[src/rtl/uart_tx_fifo.sv]
// -----------------------------------------------------------------------------
// uart_tx_fifo
//   Byte buffer and pacing stage in front of uart_tx. A producer pushes bytes
//   at clk rate into a circular FIFO. One byte is popped per UART frame. Its
//   value is presented on tx_data together with a one-clk tx_start pulse. The
//   block then waits FRAME_TICKS+GUARD_TICKS rising edges of clk_uart before it
//   may pop the next byte.
//
// Parameters
//   ADDR_W       FIFO address width, depth = 2**ADDR_W bytes
//   FRAME_TICKS  clk_uart rising edges per frame (start + 8 data + stop)
//   GUARD_TICKS  extra idle clk_uart rising edges between frames
//
// Ports
//   clk       in   system clock, all logic on the rising edge
//   rst_n     in   asynchronous active-low reset
//   clk_uart  in   baud clock level, synchronous to clk
//   wr_en     in   push request
//   wr_data   in   byte to push
//   full      out  FIFO holds 2**ADDR_W bytes
//   empty     out  FIFO holds no bytes
//   count     out  number of bytes stored (ADDR_W+1 bits)
//   tx_start  out  one-clk start pulse towards uart_tx
//   tx_data   out  byte towards uart_tx, held until the next pop
//
// Optional feature: define UART_TX_FIFO_OVF_EN to add the sticky overflow
// flag. The flag adds input ovf_clr and output ovf. ovf sets on a push into
// a full FIFO. A set in the same cycle as ovf_clr takes priority over the clear.
// -----------------------------------------------------------------------------
module uart_tx_fifo #(
    parameter int ADDR_W      = 4,
    parameter int FRAME_TICKS = 10,
    parameter int GUARD_TICKS = 1
) (
    input  logic              clk,
    input  logic              rst_n,
    input  logic              clk_uart,
    input  logic              wr_en,
    input  logic [7:0]        wr_data,
`ifdef UART_TX_FIFO_OVF_EN
    input  logic              ovf_clr,
    output logic              ovf,
`endif
    output logic              full,
    output logic              empty,
    output logic [ADDR_W:0]   count,
    output logic              tx_start,
    output logic [7:0]        tx_data
);

    localparam int DEPTH = 1 << ADDR_W;
    localparam int TOTAL = FRAME_TICKS + GUARD_TICKS;
    localparam int TW    = $clog2(TOTAL) + 1;

    localparam logic [TW-1:0]   TICK_LAST = TW'(TOTAL - 1);
    localparam logic [TW-1:0]   TICK_ONE  = TW'(1);
    localparam logic [TW-1:0]   TICK_ZERO = TW'(0);
    localparam logic [ADDR_W:0] PTR_ONE   = (ADDR_W + 1)'(1);
    localparam logic [ADDR_W:0] PTR_ZERO  = (ADDR_W + 1)'(0);

    typedef enum logic [1:0] {
        ST_IDLE = 2'd0,
        ST_LOAD = 2'd1,
        ST_WAIT = 2'd2
    } state_t;

    logic [7:0]      mem_r [DEPTH];
    logic [ADDR_W:0] wr_ptr_r;
    logic [ADDR_W:0] rd_ptr_r;
    logic [ADDR_W:0] wr_ptr_next_s;
    logic [ADDR_W:0] rd_ptr_next_s;
    logic [ADDR_W:0] count_r;
    logic            full_s;
    logic            empty_s;
    logic            push_s;
    logic            pop_s;
    logic            clk_uart_q_r;
    logic            tick_s;
    state_t          state_r;
    state_t          state_next_s;
    logic [TW-1:0]   tick_cnt_r;
    logic [TW-1:0]   tick_cnt_next_s;
    logic            tx_start_r;
    logic [7:0]      tx_data_r;

    // The extra wrap bit on the pointers tells full apart from empty when the
    // address bits match.
    assign empty_s = (wr_ptr_r == rd_ptr_r);
    assign full_s  = (wr_ptr_r[ADDR_W] != rd_ptr_r[ADDR_W]) &&
                     (wr_ptr_r[ADDR_W-1:0] == rd_ptr_r[ADDR_W-1:0]);

    // A push is judged against the registered full flag. A pop in the same
    // cycle therefore never makes room for that push.
    assign push_s        = wr_en & ~full_s;
    assign wr_ptr_next_s = push_s ? (wr_ptr_r + PTR_ONE) : wr_ptr_r;
    assign rd_ptr_next_s = pop_s  ? (rd_ptr_r + PTR_ONE) : rd_ptr_r;

    // A baud tick is one clk wide and marks a rising edge of clk_uart.
    assign tick_s = clk_uart & ~clk_uart_q_r;

    // FIFO storage write port (data only, no reset needed)
    always_ff @(posedge clk) begin
        if (push_s) begin
            mem_r[wr_ptr_r[ADDR_W-1:0]] <= wr_data;
        end
    end

    // FIFO pointers and registered fill count
    always_ff @(posedge clk or negedge rst_n) begin
        if (!rst_n) begin
            wr_ptr_r <= PTR_ZERO;
            rd_ptr_r <= PTR_ZERO;
            count_r  <= PTR_ZERO;
        end else begin
            wr_ptr_r <= wr_ptr_next_s;
            rd_ptr_r <= rd_ptr_next_s;
            count_r  <= wr_ptr_next_s - rd_ptr_next_s;
        end
    end

    // Pacing FSM next-state logic, pop decision and frame tick counting
    always_comb begin
        state_next_s    = state_r;
        tick_cnt_next_s = tick_cnt_r;
        pop_s           = 1'b0;
        case (state_r)
            ST_IDLE: begin
                if (!empty_s) begin
                    state_next_s    = ST_LOAD;
                    pop_s           = 1'b1;
                    tick_cnt_next_s = TICK_ZERO;
                end else begin
                    state_next_s    = ST_IDLE;
                end
            end
            ST_LOAD: begin
                state_next_s = ST_WAIT;
            end
            ST_WAIT: begin
                if (tick_s) begin
                    if (tick_cnt_r == TICK_LAST) begin
                        state_next_s = ST_IDLE;
                    end else begin
                        tick_cnt_next_s = tick_cnt_r + TICK_ONE;
                    end
                end else begin
                    tick_cnt_next_s = tick_cnt_r;
                end
            end
            default: begin
                state_next_s = ST_IDLE;
            end
        endcase
    end

    // Pacing FSM state, baud edge history and registered uart_tx outputs
    always_ff @(posedge clk or negedge rst_n) begin
        if (!rst_n) begin
            state_r      <= ST_IDLE;
            tick_cnt_r   <= TICK_ZERO;
            clk_uart_q_r <= 1'b0;
            tx_start_r   <= 1'b0;
            tx_data_r    <= 8'h00;
        end else begin
            state_r      <= state_next_s;
            tick_cnt_r   <= tick_cnt_next_s;
            clk_uart_q_r <= clk_uart;
            // tx_start is high exactly while the FSM sits in LOAD.
            tx_start_r   <= (state_next_s == ST_LOAD);
            if (pop_s) begin
                tx_data_r <= mem_r[rd_ptr_r[ADDR_W-1:0]];
            end else begin
                tx_data_r <= tx_data_r;
            end
        end
    end

    assign full     = full_s;
    assign empty    = empty_s;
    assign count    = count_r;
    assign tx_start = tx_start_r;
    assign tx_data  = tx_data_r;

`ifdef UART_TX_FIFO_OVF_EN
    logic ovf_r;

    // Sticky overflow flag; a new overflow beats a simultaneous clear
    always_ff @(posedge clk or negedge rst_n) begin
        if (!rst_n) begin
            ovf_r <= 1'b0;
        end else if (wr_en && full_s) begin
            ovf_r <= 1'b1;
        end else if (ovf_clr) begin
            ovf_r <= 1'b0;
        end else begin
            ovf_r <= ovf_r;
        end
    end

    assign ovf = ovf_r;
`endif

endmodule

[config.mk]
export PLATFORM = sky130hd
export DESIGN_NAME = uart_tx_fifo
export DESIGN_NICKNAME = d
export VERILOG_FILES = /design/src/rtl/uart_tx_fifo.sv
export SDC_FILE = /design/constraint.sdc
export NUM_CORES = 1
export LEC_CHECK = 0
export CAP_MARGIN = 20
export CORE_MARGIN = 2
export CORE_UTILIZATION = 54
export CTS_CLUSTER_SIZE = 12
export DETAILED_ROUTE_END_ITERATION = 6
export MAX_ROUTING_LAYER = met4
export PLACE_DENSITY = 0.74
export SLEW_MARGIN = 20
export SYNTH_ARGS = -nofsm -noshare
export SYNTH_HDL_FRONTEND = slang
export SYNTH_SLANG_ARGS = --single-unit
[constraint.sdc]
create_clock -name clk -period 3.3 [get_ports clk]
set_clock_uncertainty 0.2 [all_clocks]
set_input_delay 0.825 -clock clk [delete_from_list [all_inputs] [get_ports clk]]
set_output_delay 0.825 -clock clk [all_outputs]
set_load 0.01 [all_outputs]
After elaboration in Yosys (flattened, before gate mapping)
Memory sizes are Yosys's and may differ from the RTL's. A register that Yosys moved wholly into a read port is not among the register bits.
Cells that the tools add are included.
- register bits after elaboration: 24
- latch bits: 0
- bits in writable memories: 128
- ROM bits: 0
- output and inout port bits: 16
- logic and storage cells: 45
- memories kept: 1
- add/sub/neg operators: 4
- $mul: 0
- div/mod/pow operators: 0
- $lt $le $gt $ge: 0
- equal/unequal tests: 10
- shifts and indexed selects: 0
- mux-type cells: 14
- bitwise logic cells: 4
- reduce and logical (&&, ||, !) cells: 5
- memory list (memory ; words ; width ; read ports ; clocked after memory_dff ; write ports ; RTL line ; RTL):
    mem_r ; 16 ; 8 ; 1 ; 1 ; 1 ; 67 ; logic [7:0] mem_r [DEPTH];
- operators with widths (kind ; number):
    $mux 5 ; 5
    $add 5x1->5 const B ; 3
    $pmux 5 s2 ; 1
    $ne 2x2->1 const B ; 3
    $pmux 2 s3 ; 1
    $eq 5x4->1 const B ; 1
    $eq 5x5->1 ; 1
    $mux 1 ; 5
    $sub 5x5->5 ; 1
    $eq 2x1->1 const B ; 2
    $eq 4x4->1 ; 1
    $mux 2 ; 2
    $reduce_and 4->1 ; 1
    $and 1x1->1 ; 2
    $eq 2x2->1 const B ; 1
    $logic_not 2->1 ; 1
    $not 1->1 ; 2
    $reduce_bool 2->1 ; 1
    $logic_and 1x1->1 ; 1
    $logic_not 1->1 ; 1
    $ne 1x1->1 ; 1

Longest topological paths before layout
Gate-level depths: netlist of the first run.
- depth after elaboration: 6
- depth in mapped cells: 14

Worst setup path before layout of the first run
Ideal clock, no wire load.
- kind: register -> register
- start: reg rd_ptr_r[0]
- end: reg count_r[4] (netlist: count[4])
- arrival: 2761 ps
- required time: 2962 ps
- slack: 202 ps
- cell stages (with the launch flop): 15
- path buffers: 4
- period minus slack after synthesis: 3098 ps
- path through: dfrtp_1 > buf_6 > xor2_1 > or4_4 > buf_6 > o21ai_4 > buf_6 > buf_6 > xnor2_1 > ha_1 > fa_1 > inv_1 > a21o_1 > a21oi_1 > xor2_1
- elaborated cells on any way between the ends: 11
- those cells by class: 2 x add/sub; 2 x eq/ne; 4 x mux; 2 x bitwise; 1 x reduce/logical
- RTL lines (element ; RTL line ; RTL):
    start, declared ; 69 ; logic [ADDR_W:0] rd_ptr_r;
    start signal, assigned ; 116 ; rd_ptr_r <= rd_ptr_next_s;
    branches (longest 3 deep; another with $add 5x1->5) ; n/a ;
    $mux 5 * ; 96 ; assign rd_ptr_next_s = pop_s ? (rd_ptr_r + PTR_ONE) : rd_ptr_r;
    named net rd_ptr_next_s[0] ; 71 ; logic [ADDR_W:0] rd_ptr_next_s;
    $sub 5x5->5 * ; 117 ; count_r <= wr_ptr_next_s - rd_ptr_next_s;
    end signal, assigned ; 117 ;
    end, declared ; 72 ; logic [ADDR_W:0] count_r;
Mark *: on every way through the listed nets, which the timed path passes.
A chain may end at the register's enable or synchronous reset.

Worst setup path after layout of the first run
- start: reg wr_ptr_r[1]
- end: out empty
- longest elaborated chain between the ends: 1
- ends and longest elaborated chain (element ; RTL line ; RTL):
    start, declared ; 68 ; logic [ADDR_W:0] wr_ptr_r;
    start signal, assigned ; 115 ; wr_ptr_r <= wr_ptr_next_s;
    $eq 5x5->1 ; 88 ; assign empty_s = (wr_ptr_r == rd_ptr_r);
    end, declared ; 45 ; output logic empty,
Every way passes these cells.

==> results by stage, run 1 <==
Routing:
- The residual DRC count is 0.
- After detailed routing, the number of vias per cell comes to 5.91.
- The number of violations reported at the end of detailed-routing iteration 0 is 271.
- The count of nets left with antenna violations after detail routing is 0.
- The average wire length per cell after detail routing is 21.4 µm.
- The total detailed-routing wirelength is 12100 µm.
- The first-pass detailed-route iteration total is 4.
- The final route contains between 3000 and 4000 vias.

STA:
- The post-route minimum period is 3210 ps.
- Setup violations remaining at the end of the flow were counted as 0.
- The final number of max-transition violations is 0.
- The pin slew with the least headroom to its limit is 741 ps.
- The number of failing hold endpoints at the final stage came to 0.
- Timing would allow up to 0.312 GHz.
- Setup repair after global routing left no endpoint under its margin.
- Of the available clock period, the critical path in the final layout requires a little over nine tenths.
- The relative max-transition margin is about 51%.
- The sum of negative setup slack is 0 ps.

Global route:
- The maximum number of pins on one net before global-route repair is 36.
- The number of antenna violations at the first check in global routing came to 0.
- After global routing the overflow that remains totals 0.
- The number of global-route vias before repair was ~3400.
- Global routing used 21.1% of the available tracks.
- The first-pass GRT wire length is roughly 19000 µm.

Floorplanning:
- In this run the core area contains 40 standard-cell rows.
- 28 I/O pins were placed.
- The region available for standard cell placement spans 11900 µm².
- The starting utilization of the core area is around 55%.
- The die boundary height is 114 µm.
- The die covers 13000 µm².
- The die is ~110 µm wide.

Finish:
- In the final layout, the share of cells above drive strength 1 is 20.5%.
- The count of inserted antenna diode cells is 0.
- The library cell used most frequently in the layout, excluding fill and tap cells, is edfxtp_1.
- The summed area of non-filler cells in the final layout is approximately 7600 µm².
- In the layout the commonest cells are edfxtp_1, mux4_2, dfrtp_1, clkdlybuf4s50_1.
- The area growth from synthesis to layout is 15.9%.
- At the end of the flow, the number of nets in the layout was 430.

Synthesis:
- In this run, synthesis inferred about 130 flip-flops with an integrated enable.
- Counting every net in the synthesized netlist gives 387.
- The share of synthesized area spent on multiplexers is a little under an eighth.
- Summing the areas of all fa, ha and maj instances in the mapped netlist gives 2.41% of the synthesized area.
- The dominant combinational cell family by area after synthesis is multiplexers.
- After synthesis, the netlist uses 41 different library cells.
- The share of the synthesized area in compound gates (AO/OA/AOI/OAI) is 4.72%.
- The synthesized area is around 6600 µm².
- A synthesized cell averages 18.1 µm².
- During synthesis, Yosys emitted a total of 0 warnings.
- Among all flip-flop cells after synthesis, the most frequent one is edfxtp_1.
- Counting flops with an async set or reset pin after synthesis yields a share of 20.0%.
- Sequential elements use 70.9% of the synthesized area.
- After synthesis the netlist holds a flip-flop and latch count of 160.
- Synthesis produced between 300 and 400 cells.
- The post-synthesis share of cell area spent on and, or, nand and nor gates is 5.33%.
- The post-synthesis xor/xnor area fraction is 2.81%.

CTS:
- The root buffer selected by CTS is clkbuf_16.
- No sink is reached through more buffers than the 2 on the longest clock path.
- TritonCTS built the clock tree.
- The clock reaches the later pin of the worst-skew pair after 420 ps.
- The number of buffers inserted during clock tree synthesis is 17.
- The total number of H-tree levels is 4.
- After clock tree synthesis, the clock-pin slew on the worst setup and hold paths is about 60 ps.
- Buffers inserted to repair hold after CTS numbered 0.
- Counting every sink on the clock net gives 160.

Outcome:
- The run finished with clean final reports.

Placement:
- Buffers placed on the I/O ports in this run total 27.
- Once detailed placement completed, the half-perimeter wirelength came to 7610 µm.
- The routability congestion estimate is 0.809.
- Summing all placed instances gives a cell area of 7030 µm².

Worst setup path:
- STA classifies the critical path endpoint as a primary output.
- The kind of start point of the critical path is a flip-flop.
- In this run the worst path has a maximum fanout of 5.
- The worst register-to-register path has a depth of 12.
- At the worst endpoint, the required time is about 2300 ps.
- Data on the critical path arrives at its endpoint at 2180 ps.
- The critical setup path kind is flip-flop to primary output.

Power and ir drop:
- The power density over the cells is 927 nW/µm².
- The leakage component of the power is 2.67 nW.
- The peak supply drop is 0.465 mV.
- The overall power after layout is around 0.007 W.

Flow run:
- The number of maximum-capacitance violations is 0.

Worst hold path:
- The number of instances on the worst hold path is 2.
- In this run the worst hold path is classified as flip-flop to flip-flop.
## state kept, by name, indices dropped and copies added, names as in the netlist, 2 cells and up
name        cells
tx_data         8
mem_r         128
tick_cnt_r      5
count           5
state_r         2
wr_ptr_r        5
rd_ptr_r        5
## timing repair
| item | CTS | global route |
|---|---|---|
| endpoints found under the setup margin | 2 | 1 |
| gates resized for setup | 1 | 2 |
| setup buffers | 1 | 0 |
| pin swaps | 1 | 0 |
## critical path, stage by stage (launching register included)
cell and delay [ps]:
dfrtp_1 430, xor2_1 200, or4_4 490, nor2_1 100, clkdlybuf4s50_1 540
## cells by family after synthesis
group	Yosys count
DFF	160
and+or+nand+nor	62
AOI/OAI and AO/OA	42
muxes	34
buffers and inverters	32
xor gates and xnor gates	21
adders and majority gates	12
## report_power, final
part / switching (W) / internal (W)
Clock: 0.000760 / 0.00104
Combinational: 0.00137 / 0.00120
Sequential: 0.000138 / 0.00254
Total: 0.00227 / 0.00477
## area by class of cell
type                    count  area (µm²)
flip-flops and latches    160        4650
fillers                   813        4320
multi-input cells         171        1780
clock buffers              20         437
repair buffers             44         397
well taps                 147         184
clock inverters            12         109
inverters                  12        45.0
## path summary, 6_finish.rpt
kind / slack (ps) / endpoint / start
max: 90 / empty / wr_ptr_r[1]
min in group asynchronous: 610 / state_r[1] / rst_n
min: 280 / tx_data[2] / tx_data[2]
max reg2reg: 200 / count[4] / wr_ptr_r[1]
max in group asynchronous: 1970 / rd_ptr_r[0] / rst_n
min reg2reg: 280 / tx_data[2] / tx_data[2]
## per-layer routing
metal  up-vias  track usage [%]  routed length (µm)
li1       1513                -                   -
met1      1714             27.3                5060
met2       100             32.8                6100
met3        19             4.71                 759
met4         0             9.02                 211
met5         -                -                   0
## Yosys cell counts, drive strengths merged, types with 6 or more instances
library cell,instances,area share [%]
dfrtp,32,12
buf,14,1.5
inv,12,0.69
a221oi,9,1.2
nand2,12,0.69
ha,11,2.1
a22o,8,1.1
mux4,32,11
clkbuf,6,0.34
edfxtp,128,59
o21ai,14,1.3
nor2,15,0.86
xnor2,10,1.3
xor2,11,1.5
## stage by stage
step                setup WS [ps]  cells  hold WS (ps)  utilization, %
CTS                          71.2    566           287            63.7
floorplan                     202    363           270               -
global placement              204    533           261            59.0
finish                       94.6    566           280            63.8
global route                 22.3    566           323            63.8
detailed placement            131    533           274            59.0
(Power assumes the default switching activity.)
==> run 2, diff against run 1 <==
- HOLD_SLACK_MARGIN: default -> 0.05
==> results of run 2 <==
No change in the layout: final DEF, timing and power equal those of run 1.
